<file path="config.mk">
export PLATFORM = sky130hd
export DESIGN_NAME = load_store_unit
export DESIGN_NICKNAME = d
export VERILOG_FILES = /design/src/rtl/load_store_unit_pkg.sv /design/src/rtl/load_store_unit_load_extend.sv /design/src/rtl/load_store_unit.sv
export SDC_FILE = /design/constraint.sdc
export NUM_CORES = 1
export LEC_CHECK = 0
export CAP_MARGIN = 10
export CORE_MARGIN = 2
export CORE_UTILIZATION = 62
export DETAILED_ROUTE_END_ITERATION = 10
export DONT_BUFFER_PORTS = 1
export PLACE_DENSITY = 0.78
export RECOVER_POWER = 25
export SYNTH_ARGS = -nofsm -noshare
export SYNTH_HDL_FRONTEND = slang
export SYNTH_SLANG_ARGS = --single-unit
</file>
<file path="constraint.sdc">
create_clock -name clk -period 6.7 [get_ports clk]
set_input_delay 1.675 -clock clk [delete_from_list [all_inputs] [get_ports clk]]
set_output_delay 1.675 -clock clk [all_outputs]
set_load 0.03 [all_outputs]
</file>
<file path="src/rtl/load_store_unit_pkg.sv">
// Shared types for the load/store unit: funct3 encodings, FSM states and bus width.
package load_store_unit_pkg;

    localparam int unsigned DATA_BUS = 32;

    typedef enum logic [2:0] {
        MEM_B  = 3'd0,
        MEM_H  = 3'd1,
        MEM_W  = 3'd2,
        MEM_BU = 3'd4,
        MEM_HU = 3'd5
    } mem_funct3_t;

    typedef enum logic {
        LSU_IDLE   = 1'b0,
        LSU_RMW_WR = 1'b1
    } lsu_state_t;

    function automatic logic [DATA_BUS-1:0] word_addr(input logic [DATA_BUS-1:0] a);
        return {a[DATA_BUS-1:2], 2'b00};
    endfunction

endpackage

</file>
<file path="src/rtl/load_store_unit_load_extend.sv">
// Load data path: picks the byte/half/word lane from a RAM word and sign- or zero-extends it.
module load_extend
    import load_store_unit_pkg::*;
(
    input  logic [2:0]          funct3_i,
    input  logic [1:0]          addr_lo_i,
    input  logic [DATA_BUS-1:0] word_i,
    output logic [DATA_BUS-1:0] rdata_o
);

    logic [7:0]  byte_sel;
    logic [15:0] half_sel;

    always_comb begin
        byte_sel = '0;
        case (addr_lo_i)
            2'd0:    byte_sel = word_i[7:0];
            2'd1:    byte_sel = word_i[15:8];
            2'd2:    byte_sel = word_i[23:16];
            default: byte_sel = word_i[31:24];
        endcase
        half_sel = addr_lo_i[1] ? word_i[31:16] : word_i[15:0];

        rdata_o = '0;
        case (mem_funct3_t'(funct3_i))
            MEM_B:   rdata_o = {{(DATA_BUS-8){byte_sel[7]}}, byte_sel};
            MEM_BU:  rdata_o = {{(DATA_BUS-8){1'b0}}, byte_sel};
            MEM_H:   rdata_o = {{(DATA_BUS-16){half_sel[15]}}, half_sel};
            MEM_HU:  rdata_o = {{(DATA_BUS-16){1'b0}}, half_sel};
            MEM_W:   rdata_o = word_i;
            default: rdata_o = '0;
        endcase
    end

endmodule

</file>
<file path="src/rtl/load_store_unit.sv">
// RV32I load/store initiator for a word-only data RAM; sub-word stores use a read-modify-write pair.
module load_store_unit
    import load_store_unit_pkg::*;
#(
    parameter bit ADDR_LSB_CHECK = 1'b1
) (
    input  logic                clk,
    input  logic                rst,
    input  logic                req_i,
    input  logic                we_i,
    input  logic [2:0]          funct3_i,
    input  logic [DATA_BUS-1:0] addr_i,
    input  logic [DATA_BUS-1:0] wdata_i,
    output logic [DATA_BUS-1:0] rdata_o,
    output logic                done_o,
    output logic                stall_o,
    output logic                err_o,
    output logic                mem_de_o,
    output logic                mem_we_o,
    output logic [DATA_BUS-1:0] mem_a_o,
    output logic [DATA_BUS-1:0] mem_wd_o,
    input  logic [DATA_BUS-1:0] mem_rd_i
);

    lsu_state_t          state_q, state_d;
    logic [DATA_BUS-1:0] merge_q, merge_d;
    logic [DATA_BUS-1:0] addr_q, addr_d;
    logic [DATA_BUS-1:0] ext_rdata;
    logic                legal_f3, misaligned, illegal, sub_word_store;

    load_extend u_load_extend (
        .funct3_i  (funct3_i),
        .addr_lo_i (addr_i[1:0]),
        .word_i    (mem_rd_i),
        .rdata_o   (ext_rdata)
    );

    always_comb begin
        legal_f3 = we_i ? (funct3_i inside {MEM_B, MEM_H, MEM_W})
                        : (funct3_i inside {MEM_B, MEM_H, MEM_W, MEM_BU, MEM_HU});
        misaligned = 1'b0;
        if (ADDR_LSB_CHECK) begin
            case (funct3_i[1:0])
                2'b01:   misaligned = addr_i[0];
                2'b10:   misaligned = |addr_i[1:0];
                default: misaligned = 1'b0;
            endcase
        end
        illegal        = !legal_f3 || misaligned;
        sub_word_store = we_i && (funct3_i != MEM_W);
    end

    // Merge the store lane into the word read this cycle; written back next cycle.
    always_comb begin
        merge_d = merge_q;
        addr_d  = addr_q;
        if (state_q == LSU_IDLE && req_i && !illegal && sub_word_store) begin
            addr_d  = word_addr(addr_i);
            merge_d = mem_rd_i;
            if (funct3_i[1:0] == 2'b00) begin
                case (addr_i[1:0])
                    2'd0:    merge_d[7:0]   = wdata_i[7:0];
                    2'd1:    merge_d[15:8]  = wdata_i[7:0];
                    2'd2:    merge_d[23:16] = wdata_i[7:0];
                    default: merge_d[31:24] = wdata_i[7:0];
                endcase
            end else if (addr_i[1]) begin
                merge_d[31:16] = wdata_i[15:0];
            end else begin
                merge_d[15:0] = wdata_i[15:0];
            end
        end
    end

    always_ff @(posedge clk) begin
        if (rst) begin
            state_q <= LSU_IDLE;
            merge_q <= '0;
            addr_q  <= '0;
        end else begin
            state_q <= state_d;
            merge_q <= merge_d;
            addr_q  <= addr_d;
        end
    end

    always_comb begin
        state_d = state_q;
        case (state_q)
            LSU_IDLE:   if (req_i && !illegal && sub_word_store) state_d = LSU_RMW_WR;
            LSU_RMW_WR: state_d = LSU_IDLE;
            default:    state_d = LSU_IDLE;
        endcase
    end

    always_comb begin
        rdata_o  = '0;
        done_o   = 1'b0;
        stall_o  = 1'b0;
        err_o    = 1'b0;
        mem_de_o = 1'b0;
        mem_we_o = 1'b0;
        mem_a_o  = '0;
        mem_wd_o = '0;
        if (!rst) begin
            case (state_q)
                LSU_IDLE: begin
                    if (req_i && illegal) begin
                        done_o = 1'b1;
                        err_o  = 1'b1;
                    end else if (req_i && !we_i) begin
                        mem_de_o = 1'b1;
                        mem_a_o  = word_addr(addr_i);
                        rdata_o  = ext_rdata;
                        done_o   = 1'b1;
                    end else if (req_i && !sub_word_store) begin
                        mem_de_o = 1'b1;
                        mem_we_o = 1'b1;
                        mem_a_o  = word_addr(addr_i);
                        mem_wd_o = wdata_i;
                        done_o   = 1'b1;
                    end else if (req_i) begin
                        mem_de_o = 1'b1;
                        mem_a_o  = word_addr(addr_i);
                        stall_o  = 1'b1;
                    end
                end
                LSU_RMW_WR: begin
                    mem_de_o = 1'b1;
                    mem_we_o = 1'b1;
                    mem_a_o  = addr_q;
                    mem_wd_o = merge_q;
                    done_o   = 1'b1;
                    stall_o  = req_i;
                end
                default: ;
            endcase
        end
    end

endmodule

</file>
==> summary.txt <==
Power
  • Power per cell area: 177 mW/mm^2
  • Pwr Total: 939 uW
  • Maximum VDD drop: 0.194 mV
  • P_leak: 1.86 nW

Finish
  • Final net count: 720
  • Layout cells sized above 1: 0.192
  • N_diodes: 0
  • Area Overhead vs Synth: 11.2%
  • Commonest non-fill, non-tap cell in the layout: a21oi_1
  • Most frequent cells in the layout: 85 x a21oi_1, 62 x dfxtp_1, 62 x buf_4, 48 x mux2i_1, 44 x nand2_1
  • Post-layout util: 0.699

Routing
  • DRC viols: 0
  • Final ANT Viol Nets: 0
  • Initial drt markers: 438
  • Total number of vias: 4945
  • Total iterations of the first detailed-routing run: 5
  • Vias per cell: 6.86
  • Routed len/inst: 21.0 um
  • Final WL: 15.1 mm

Status
  • Status: finished with violations
  • Failing checks: max-capacitance violations, max-slew violations

GRT
  • Vias in the first global route: 4418
  • Tot GR Track Use: 0.344
  • Pin count of the biggest net entering global routing: 67
  • Initial antenna violation count: 0
  • Congestion Overflow GR: 0
  • First-pass GRT wire length: 23.4 mm

CTS
  • Clock root cell: clkbuf_8
  • Clock slew at reported path FFs: 90 ps
  • CTS tree: done
  • Clock sinks: 63
  • Post-cts resize count: 0
  • H-tree depth: 3
  • Post-CTS Hold Buffers: 0
  • Number of buffers created by CTS: 9
  • CTS max path bufs: 2
  • Worst-Skew Late Latency: 350 ps
  • Post-CTS Setup Bufs: 0

Yosys
  • Warnings, synthesis: 0
  • Synth Flop Type: dfxtp_1
  • Post-synth EDFFs: 0
  • Synth Area per Inst: 7.83 um^2
  • Mapped Cells: 610
  • Asr flop ratio synth: 0
  • Synth Cell Area: 0.00478 mm^2
  • Number of synthesized register bits: 63
  • Distinct cell type count after synthesis: 43
  • Seq/Total Area, Yosys: 0.264

Worst hold path
  • Hold Path Stages: 2
  • HP Class: reg2reg
  • HP Start: addr_q[4]
  • Sink of the worst hold path: addr_q[4]

Timing
  • RSZ-0062 raised after global routing: false
  • Hold Fails Final Rpt: 0
  • Post-route setup slack: 712 ps
  • WHS: 481 ps
  • Max Slew Vio Count: 63
  • Setup total negative slack: 0 ps
  • Tmin final: 5990 ps
  • F_max: 167 MHz
  • Worst slew pin tran: 2440 ps
  • Final setup vio count: 0
  • Clock skew: 10.1 ps
  • Crit share post-route: 0.894
  • Worst relative slew slack: -0.628

Place
  • RD Place Congestion: 0.887
  • HPWL Detailed: 10.4 mm
  • Pre-CTS WS: 733 ps
  • # port buffers: 0

Worst setup path
  • Startpoint types: input port
  • Critical path peak fanout: 21
  • Reg2Reg Setup Slack: 3720 ps
  • Launch point of the worst path: funct3_i[0]
  • Reg-to-Reg Start: state_q
  • Crit path arrival time: 4310 ps
  • CP endpoint kind: output port
  • Critical Setup Path Class: in2out
  • R2R Path End: merge_q[12]
  • WP data required: 5030 ps
  • Reg2Reg Depth: 5

Floorplanning
  • Die Y: 91.8 um
  • Starting Density: 0.628
  • DIE AREA: 0.00843 mm^2
  • Die width: 91.8 um
  • I/O Pins: 204
  • Core Area: 0.00761 mm^2
  • Row Count: 32

Job
  • Max Cap Violations: 1
[registers in the layout (all words and copies together), names as in the netlist]
register and cells:
merge_q 32, state_q 1, addr_q 30
[cells in the mapped netlist (3+ instances only)]
master     count  area (um^2)
a21oi_1       85          425
dfxtp_1       63         1260
mux2i_1       48          480
nand2_1       44          165
clkbuf_1      40          150
nand3_1       40          200
a22o_1        38          333
nor2_1        36          135
o21ai_1       30          150
a22oi_1       22          165
a311oi_1      17          149
a211oi_1      16          120
mux2_2        15          169
buf_2         14         70.1
inv_1         12         45.0
a21oi_2       11         96.3
buf_1         10         37.5
o21ai_0        9         45.0
a2bb2oi_1      8         70.1
buf_4          7         52.6
mux4_2         7          158
nor2b_1        5         31.3
a31oi_1        4         25.0
ha_1           3         37.5
or2_1          3         18.8
[metal layers]
| metal | vias up | part of all wire | GRT usage |
|---|---|---|---|
| li1 | 2288 | - | - |
| met1 | 2317 | 0.41 | 0.474 |
| met2 | 313 | 0.46 | 0.534 |
| met3 | 27 | 0.11 | 0.0830 |
| met4 | 0 | 0.019 | 0.109 |
| met5 | - | 0 | 0 |
[per-stage QoR]
step	area [um^2]	std cells
6_report	5310	721
3_3_place_gp	5060	703
3_5_place_dp	5060	703
2_1_floorplan	4780	611
4_1_cts	5290	719
5_1_grt	5310	721
[cell type report]
class	instances	area, um^2
clock buffers	9	124
clock inverters	7	103
flip-flops and latches	63	1260
multi-input cells	463	3150
inverters	13	48.8
repair buffers	64	495
well taps	102	128
fillers	642	2290
[where the power goes]
| part | leakage [nW] | internal, mW | switching, mW |
|---|---|---|---|
| registers | 0.510 | 0.383 | 0.00583 |
| logic | 1.24 | 0.0661 | 0.106 |
| clock network | 0.111 | 0.214 | 0.165 |
[how the worst max path moves through the flow]
stage	endpoint	slack, ps	cells after the start
floorplan	rdata_o[10]	1550	9
finish	rdata_o[18]	710	8
detailed placement	rdata_o[27]	730	7
CTS	rdata_o[27]	720	7
global placement	rdata_o[27]	850	7
global route	rdata_o[18]	520	8
[worst max-delay path: stages]
cell and delay (ps):
inv_1 60, ha_1 600, nor2b_1 230, buf_4 250, o311ai_1 160, or4_1 850
a21oi_1 280, buf_4 200
[logic make-up after synthesis]
family                     count (synthesis)  synth area share
AOI/OAI and AO/OA                        247             0.345
and+or+nand+nor                          141             0.136
buffers and inverters                     85            0.0775
muxes                                     70             0.169
DFF                                       63             0.264
adders and majority gates                  3           0.00786
other                                      1          0.000785
Note: power is estimated with default switching activity, not from simulation.
